`src/rtl/arc_mmio_bridge.sv`:
```
// MMIO bridge from the ARC 32-bit memory port to the 8-bit perifericos UART block.
// Stretches wr/rd strobes and the gap after them so the peripheral's debounced inputs see them.
module arc_mmio_bridge #(
  parameter logic [31:0] MMIO_BASE   = 32'hFFFF_FF00,
  parameter int          HOLD_CYCLES = 1048576,
  parameter int          GAP_CYCLES  = 1048576,
  parameter int          CW          = 21
) (
  input  logic        clk,
  input  logic        rst,
  input  logic        cpu_req,
  input  logic        cpu_we,
  input  logic [31:0] cpu_addr,
  input  logic [31:0] cpu_wdata,
  output logic [31:0] cpu_rdata,
  output logic        cpu_ack,
  output logic        cpu_err,
  output logic        busy,
  output logic        s_mmio,
  output logic        s_io,
  output logic        wr,
  output logic        rd,
  output logic [7:0]  data_in,
  input  logic [7:0]  data_out
);

  typedef enum logic [2:0] {IDLE, SETUP, STROBE, RELEASE, ACK} state_t;

  localparam logic [CW-1:0] HOLD_LAST = CW'(HOLD_CYCLES - 1);
  localparam logic [CW-1:0] GAP_LAST  = CW'(GAP_CYCLES - 1);

  state_t        state, next_state;
  logic [CW-1:0] cnt, cnt_next;

  logic       we_q, dsel_q;
  logic [7:0] byte_q;

  logic       capture, hit_in;
  logic       we_n, dsel_n, active_n;
  logic [7:0] byte_n;

  logic unused_bits;
  assign unused_bits = ^{cpu_wdata[31:8], cpu_addr[1:0]};

  assign capture = (state == IDLE) && cpu_req;
  assign hit_in  = (cpu_addr[31:3] == MMIO_BASE[31:3]);

  // Captured access attributes as they will be after this edge, so the
  // registered outputs can already reflect a capture happening right now.
  assign we_n   = capture ? cpu_we         : we_q;
  assign dsel_n = capture ? ~cpu_addr[2]   : dsel_q;
  assign byte_n = capture ? cpu_wdata[7:0] : byte_q;

  always_comb begin
    next_state = state;
    case (state)
      IDLE:    if (cpu_req) next_state = hit_in ? SETUP : ACK;
      SETUP:   next_state = dsel_q ? STROBE : ACK;
      STROBE:  if (cnt == HOLD_LAST) next_state = RELEASE;
      RELEASE: if (cnt == GAP_LAST) next_state = ACK;
      ACK:     next_state = IDLE;
      default: next_state = IDLE;
    endcase

    cnt_next = '0;
    if ((next_state == state) && ((state == STROBE) || (state == RELEASE)))
      cnt_next = cnt + CW'(1);

    active_n = (next_state == SETUP) || (next_state == STROBE) ||
               (next_state == RELEASE);
  end

  always_ff @(posedge clk) begin
    if (rst) begin
      state <= IDLE;
      cnt   <= '0;
    end else begin
      state <= next_state;
      cnt   <= cnt_next;
    end
  end

  always_ff @(posedge clk) begin
    if (rst) begin
      we_q   <= 1'b0;
      dsel_q <= 1'b0;
      byte_q <= 8'h00;
    end else if (capture) begin
      we_q   <= cpu_we;
      dsel_q <= ~cpu_addr[2];
      byte_q <= cpu_wdata[7:0];
    end
  end

  // Outputs are registered from the next state, so each becomes visible in the
  // same cycle the FSM sits in the state that calls for it.
  always_ff @(posedge clk) begin
    if (rst) begin
      cpu_ack <= 1'b0;
      cpu_err <= 1'b0;
      busy    <= 1'b0;
      s_mmio  <= 1'b0;
      s_io    <= 1'b0;
      wr      <= 1'b0;
      rd      <= 1'b0;
      data_in <= 8'h00;
    end else begin
      cpu_ack <= (next_state == ACK);
      cpu_err <= capture && !hit_in;
      busy    <= (next_state != IDLE);
      s_mmio  <= active_n;
      s_io    <= active_n && dsel_n;
      wr      <= (next_state == STROBE) && we_n;
      rd      <= (next_state == STROBE) && !we_n;
      data_in <= (active_n && we_n) ? byte_n : 8'h00;
    end
  end

  // The peripheral mux has been driven for the whole SETUP cycle by now.
  always_ff @(posedge clk) begin
    if (rst) begin
      cpu_rdata <= 32'h0;
    end else if (capture) begin
      cpu_rdata <= 32'h0;
    end else if ((state == SETUP) && !we_q) begin
      cpu_rdata <= {24'h0, data_out};
    end
  end

endmodule
```
`config.mk`:
```
export PLATFORM = sky130hd
export DESIGN_NAME = arc_mmio_bridge
export DESIGN_NICKNAME = d
export VERILOG_FILES = /design/src/rtl/arc_mmio_bridge.sv
export SDC_FILE = /design/constraint.sdc
export NUM_CORES = 1
export LEC_CHECK = 0
export BUFFER_PORTS_ARGS = -buffer_cell sky130_fd_sc_hd__buf_4
export CORE_MARGIN = 3
export CORE_UTILIZATION = 40
export DETAILED_ROUTE_END_ITERATION = 7
export HOLD_SLACK_MARGIN = 0.15
export PLACE_DENSITY = 0.71
export SYNTH_ARGS = -nofsm -noshare
export SYNTH_HDL_FRONTEND = slang
export SYNTH_SLANG_ARGS = --single-unit
```
`constraint.sdc`:
```
create_clock -name clk -period 2.3 [get_ports clk]
set_input_delay 0.115 -clock clk [delete_from_list [all_inputs] [get_ports clk]]
set_output_delay 0.115 -clock clk [all_outputs]
set_load 0.005 [all_outputs]
```
Yosys cells after proc, flatten, opt, wreduce, memory -nomap -nowiden:

Cells that the tools add are included.

* $add $sub $neg: 1
* equality and inequality tests: 10
* mux-type cells: 9
* bitwise gates (word level): 3
* reduce and logical (&&, ||, !) cells: 19

Operators with widths (number)
* == test 29 bit, second input constant: 1
* adder 21 x 1 -> 21 bit, second input constant: 1
* == test 21 x 20 -> 1 bit, second input constant: 1
* two-way mux 3 bit: 5
* == test 3 x 2 -> 1 bit, second input constant: 4
* case mux 3 bit (4 select lines): 1
* logical AND 1 bit: 8
* two-way mux 8 bit: 1
* == test 3 x 1 -> 1 bit, second input constant: 2
* OR reduction 2 bit: 3
* == test 3 bit: 1
* == test 3 bit, second input constant: 1
* logical NOT 1 bit: 3
* logical NOT 3 bit: 1
* logical OR 1 bit: 3
* inverter 1 bit: 3
* nonzero test 3 bit: 1
* two-way mux 1 bit: 2

* register bits after elaboration: 57
* word-level logic and storage cells: 56

Logic depth before layout (Yosys ltp):

Gate-level depths: netlist of the first run.

* depth after elaboration: 10
* depth in mapped cells: 7

Worst setup path before layout of the first run:

No wires, ideal clock.

* kind: register to register
* start point: reg cnt[0]
* end point: reg cnt[9]
* arrival: 1719 ps
* required time: 2185 ps
* path slack: 467 ps
* cell stages (with the launch flop): 8
* buffers on the path: 2
* period minus slack after synthesis: 1833 ps
* cells stage by stage: dfxtp_1 -> ha_1 -> inv_1 -> or3_1 -> buf_2 -> o211ai_4 -> buf_4 -> nor2_1

* longest elaborated chain between the ends: 7

RTL lines
* start: declaration: line 33 `logic [CW-1:0] cnt, cnt_next;`
* start signal: assignment: line 79 `cnt <= cnt_next;`
* == test 21 x 20 -> 1 bit: line 59, 60
* two-way mux 3 bit (on tied branches): line 60, 59
* case mux 3 bit (4 select lines): line 56 `case (state)`
* == test 3 bit: line 66 `if ((next_state == state) && ((state == STROBE) || (state == RELEASE)))`
* logical AND 1 bit: line 66
* inverter 1 bit (no source line)
* OR reduction 2 bit (no source line)

Several ways; a longest one is shown, not always the timed one.
A chain may end at the register's enable or synchronous reset.

Worst setup path after layout of the first run:

* start point: reg cnt[16]
* end point: reg data_in[6]

* longest elaborated chain between the ends: 9

RTL lines
* == test 21 x 20 -> 1 bit *: line 59, 60
* two-way mux 3 bit (on tied branches): line 60, 59
* case mux 3 bit (4 select lines) *: line 56
* == test 3 x 1 -> 1 bit or == test 3 x 2 -> 1 bit (tied branches): line 69 `active_n = (next_state == SETUP) || (next_state == STROBE) ||`
* logical OR 1 bit: line 69
* logical OR 1 bit *: line 69
* logical AND 1 bit *: line 115 `data_in <= (active_n && we_n) ? byte_n : 8'h00;`
* inverter 1 bit (no source line) *
* OR reduction 2 bit (no source line) *
* end signal: assignment: line 115
* end: declaration: line 23 `output logic [7:0] data_in,`

Every way passes the cells marked *; elsewhere a longest branch is shown, timed or not.

==> metrics, run 1 <==
status=complete, no violations; Total Wirelength=between 5000 and 6000 µm; kind of critical path=flop to flop; Core ar.=6030 µm²; placer congestion estimate=between 0.7 and 0.8; post-synthesis sequential area ratio=0.453; Synth Instances=approximately 270; Crit. End Element=flop; cts bufs inserted=9; Yosys cell types=44; fin. max-slew vios=0; # fillers=between 500 and 600; post-CTS setup buffer count=0; PwrDens=between 500 and 600 nW/µm²; first-pass GRT wire length=9390 µm; DRT iter0 DRCs=121; Final Non-Filler Cells=between 400 and 500; CTS max path bufs=2; drt wl/cell=about 12 µm; number of enable flip-flop cells after synthesis=0; Startpoint Class=flop; setup total negative slack=0 ns; Seq cells post-synth=between 50 and 60; hold buffers post-CTS=29; root buf cell=clkbuf_8; Die Height=approximately 85 µm; Final Hold Vio Count=0; Placed Cells=415; FP Rows=28; Fmax=around 0.5 GHz; vias in the first global route=roughly 2000; CTS sink cnt=57; commonest non-fill, non-tap cells in the layout=buf_4, dfxtp_1, nor2_1; port bufs=between 70 and 80; max-capacitance violation count=0; RSZ-0062 raised after global routing=false; peak ir drop on the vdd network=0.413 mV; Yosys Warn Count=0; H-tree depth=3; Initial Util=0.418; post-route ant nets=0; most common cell after layout, fill and taps aside=buf_4; hpwl dp=around 3800 µm; Final Critical Period=roughly 2.0 ns; Final Cycle Share=0.885; total iterations of the first detailed-routing run=6; CTS clk-pin slew, worst paths=approximately 0.07 ns; Total GRT Usage=0.163; LEAKAGE=0.00143 µW; fraction of registers with async set/reset=0; nets=457; vias post-DR=between 2000 and 2500; Critical Path RT=~2.5 ns; Hold Crit Class=input port to flop; Antenna diodes=0; Area Overhead vs Synth=40.4%; Residual DRC=0; die width=85.4 µm; ratio of cells with drive above 1 in the final layout=0.283; Clock Latency Late Sink=approximately 0.34 ns; Crit Path Max Fanout=11; initial antenna violation count=0; Post-Route Skew=between 0.01 and 0.015 ns; Overflow after GRT=0; Final Cell Area=between 3000 and 4000 µm²; post-synthesis cell area=2520 µm²; IO Pins=roughly 120; CTS tree=done; Via density=between 4 and 5; die area=between 7000 and 8000 µm²; Post-CTS Resized=0; Area after DPL=between 3000 and 4000 µm²; syn_area_per_cell=approximately 9.2 µm²; largest net degree at the start of global routing=20; ys flop type=dfxtp_1; WP data arrival=around 2.3 ns; Setup-failing EPs final=0
==> per-stage QoR <==
step / setup WS, ns / hold WS [ns] / power (µW) / utilization
6_report: 0.265 / 0.306 / 2110 / 0.587
2_1_floorplan: 0.467 / 0.222 / 1120 / -
4_1_cts: 0.271 / 0.305 / 2120 / 0.587
5_1_grt: 0.121 / 0.334 / 2190 / 0.587
3_3_place_gp: 0.286 / 0.322 / 1170 / 0.507
3_5_place_dp: 0.278 / 0.324 / 1170 / 0.507
==> sequential cells by signal, indices dropped and copies added (netlist names) <==
signal	flops
cpu_ack	1
cpu_rdata	8
cpu_err	1
we_q	1
state	3
busy	1
s_mmio	1
rd	1
s_io	1
cnt	21
byte_q	8
wr	1
dsel_q	1
data_in	8
==> final timing paths <==
check	slack, ns	from	depth (start not counted)	endpoint
worst min-delay path	0.31	cpu_addr[12]	4	cpu_err
worst max register to register	0.26	cnt[16]	5	data_in[6]
worst max-delay path	0.26	cnt[16]	5	data_in[6]
worst min register to register	0.46	cpu_rdata[7]	2	cpu_rdata[7]
==> worst max-delay path, cell delays in order (launching register included) <==
cell      delay, ns
dfxtp_1        0.43
nand3_1        0.13
or4_1          0.72
o41ai_4        0.33
buf_4          0.23
a211oi_1       0.09
==> power by group <==
| group | leakage [µW] | total, µW | internal, µW | switching, µW |
|---|---|---|---|---|
| Combinational | 0.000877 | 182 | 113 | 68.6 |
| Sequential | 0.000462 | 1010 | 1000 | 7.67 |
| Clock | 0.0000912 | 919 | 497 | 423 |
| Total | 0.00143 | 2110 | 1610 | 499 |
==> synth_stat cells, types with 5 or more instances <==
cell / n / area [µm²]
nand2_1: 22 / 82.6
mux2i_1: 10 / 100
dfxtp_1: 57 / 1140
buf_4: 25 / 188
nand4_1: 11 / 68.8
nor2_1: 30 / 113
xor2_1: 5 / 43.8
nor4_1: 7 / 43.8
nand3_1: 9 / 45.0
clkbuf_1: 5 / 18.8
xnor2_1: 9 / 78.8
a21oi_1: 15 / 75.1
a211oi_1: 10 / 75.1
inv_1: 6 / 22.5
==> final cells by class <==
cell class	instances	area, µm²	area share
inverters	6	22.5	0.00636
flip-flops and latches	57	1140	0.322
clock buffers	9	124	0.0350
repair buffers	109	891	0.252
well taps	75	93.8	0.0265
multi-input cells	197	1190	0.338
clock inverters	7	71.3	0.0202
==> logic make-up (layout without fill, tap and decap cells) <==
group	Yosys count	in the layout	synth area share
muxes	10	10	0.0397
and+or+nand+nor	108	108	0.227
xor gates and xnor gates	14	14	0.0487
AOI/OAI and AO/OA	40	40	0.118
adders and majority gates	1	1	0.00496
DFF	57	57	0.453
other	1	24	0.00149
buffers and inverters	42	131	0.107
==> metal layers <==
metal | vias to the layer above | GRT usage | share of wire
li1 | 1126 | - | -
met5 | - | 0 | 0
met2 | 77 | 0.241 | 0.47
met3 | 17 | 0.0495 | 0.061
met4 | 0 | 0.0978 | 0.029
met1 | 1034 | 0.209 | 0.44
No activity file was read; power rests on OpenSTA's default activity.
==> inputs of run 2 (changes only) <==
==> config.mk (replaced) <==
export PLATFORM = sky130hd
export DESIGN_NAME = arc_mmio_bridge
export DESIGN_NICKNAME = d
export VERILOG_FILES = /design/src/rtl/arc_mmio_bridge.sv
export SDC_FILE = /design/constraint.sdc
export NUM_CORES = 1
export LEC_CHECK = 0
export CORE_MARGIN = 3
export CORE_UTILIZATION = 40
export DETAILED_ROUTE_END_ITERATION = 7
export DONT_BUFFER_PORTS = 1
export HOLD_SLACK_MARGIN = 0.15
export SYNTH_ARGS = -nofsm -noshare
export SYNTH_HDL_FRONTEND = slang
export SYNTH_SLANG_ARGS = --single-unit
==> run 2 against run 1 <==
Final cell count shrank 17%. Die area is the same. Design area shrank 16%. Register-to-register slack gained 0.11 ns. Total power grew 2.2%. Via count shrank 14%. Critical path type unchanged.
==> metrics, run 2 (same netlist as run 1, synthesis figures left out) <==
status=complete, no violations; setup ws final=0.373 ns (+0.108 ns); Setup-failing EPs final=0 (unchanged); Area after DPL=2530 µm² (-17%); LEAKAGE=0.00105 µW (-26%); multi-input logic area=1190 µm² (unchanged); Post-CTS Resized=0 (unchanged); placer congestion estimate=0.714 (-5.8%); RSZ-0062 raised after global routing=false; Hold Crit Class=input port to flop; drt wl/cell=13.3 µm (+7.0%); Finished Core Util=0.494 (-0.0928); Crit Path Max Fanout=11 (unchanged); Final Cycle Share=0.838 (-0.0469); Crit path max-delay family=simple AND/OR/NAND/NOR gates; die width=85.4 µm (unchanged); ratio of cells with drive above 1 in the final layout=0.124 (-0.159); Die Height=85.4 µm (unchanged); Total Wirelength=5080 µm (-11%); setup total negative slack=0 ns (unchanged); H-tree depth=3 (unchanged); vias in the first global route=1803 (-12%); fin. max-slew vios=0 (unchanged); most common cell after layout, fill and taps aside=dfxtp_1; critical path's slowest cell=or4_1; IO Pins=123 (unchanged); Tot Pwr=2160 µW (+2.2%); Setup crit start=cnt[16]; Initial Util=0.418 (unchanged); Clock Latency Late Sink=0.34 ns (about the same); Final Cell Area=2980 µm² (-16%); DRT iter0 DRCs=103 (-15%); Hold Startpoint=cpu_addr[8]; CTS clk-pin slew, worst paths=0.07 ns (about the same); max-capacitance violation count=0 (unchanged); Core ar.=6030 µm² (unchanged); first-pass GRT wire length=8290 µm (-12%); largest net degree at the start of global routing=20 (unchanged); port bufs=0 (-100%); Reg with most FFs=cnt; peak ir drop on the vdd network=0.652 mV (+58%); Post-Route Skew=0.00869 ns (-0.00476 ns); PwrDens=724 nW/µm² (+21%); cts bufs inserted=9 (unchanged); vias post-DR=1936 (-14%); crit-path cells=nand3_1, or4_1, o41ai_4, buf_4, a211oi_1; Via density=5.07 (+3.4%); initial antenna violation count=0 (unchanged); CP max stage delay=0.61 ns (-0.11 ns); Area Overhead vs Synth=18.2%; Crit. End Element=flop; post-CTS setup buffer count=0 (unchanged); worst reg2reg startpoint=cnt[16]; register area=1140 µm² (unchanged); CTS max path bufs=2 (unchanged); Antenna diodes=0 (unchanged); root buf cell=clkbuf_8; slew of the pin with the lowest slew margin=around 0.67 ns; die area=7290 µm² (unchanged); nets=379 (-17%); commonest non-fill, non-tap cells in the layout=dfxtp_1, nor2_1, conb_1; Final Hold Vio Count=0 (unchanged); Largest register FFs=21 (unchanged); post-route ant nets=0 (unchanged); Residual DRC=0 (unchanged); # fillers=568 (+12%); Fmax=0.519 GHz (+5.6%); FP Rows=28 (unchanged); Overflow after GRT=0 (unchanged); Final Critical Period=1.93 ns (-0.108 ns); CTS tree=done; Critical Path RT=2.52 ns (about the same); CTS sink cnt=57 (unchanged); WP buf/inv=1 (unchanged); total iterations of the first detailed-routing run=4 (-2); setup slack at placement=0.410 ns (+0.133 ns); kind of critical path=flop to flop; hold buffers post-CTS=22 (-24%); Startpoint Class=flop; Total GRT Usage=0.146 (-0.0177); worst rel slew slack=0.552; WP data arrival=2.15 ns (-0.11 ns); hpwl dp=3440 µm (-9.5%)
run 2: power by group:
group          internal, µW  total [µW]  switching (µW)
clock                   620        1050             430
sequential             1000        1010            8.38
combinational          48.5        97.5            48.9
total                  1670        2160             488
run 2: tightest hold or removal path: stages:
cell and delay, ns:
nand4_1 0.05, nor4_1 0.06, a21oi_1 0.22
run 2: layout make-up:
| cell class | count | share of cell area |
|---|---|---|
| multi-input combinational | 197 | 0.401 |
| clock buffer | 9 | 0.0416 |
| timing repair buffer | 31 | 0.101 |
| inverter | 6 | 0.00756 |
| sequential | 57 | 0.383 |
| clock inverter | 7 | 0.0344 |
| tap | 75 | 0.0315 |
run 2: final timing paths:
check,to,slack [ns],depth (start not counted)
worst max-delay path,data_in[1],0.37,5
worst min-delay path,cpu_err,0.18,3
worst max register to register,data_in[1],0.37,5
worst min register to register,cnt[20],0.45,2
run 2: per-stage QoR:
stage / instances / hold WS [ns]
6_report: 382 / 0.177
5_1_grt: 382 / 0.216
4_1_cts: 382 / 0.150
3_5_place_dp: 344 / 0.188
3_3_place_gp: 344 / 0.188
2_1_floorplan: 296 / 0.222
run 2: layer usage:
metal | up-vias | global-route usage | wire length (µm)
met5 | - | 0 | 0
met4 | 0 | 0.0647 | 57
met1 | 878 | 0.180 | 2250
met3 | 6 | 0.0641 | 430
li1 | 976 | - | -
met2 | 76 | 0.219 | 2350
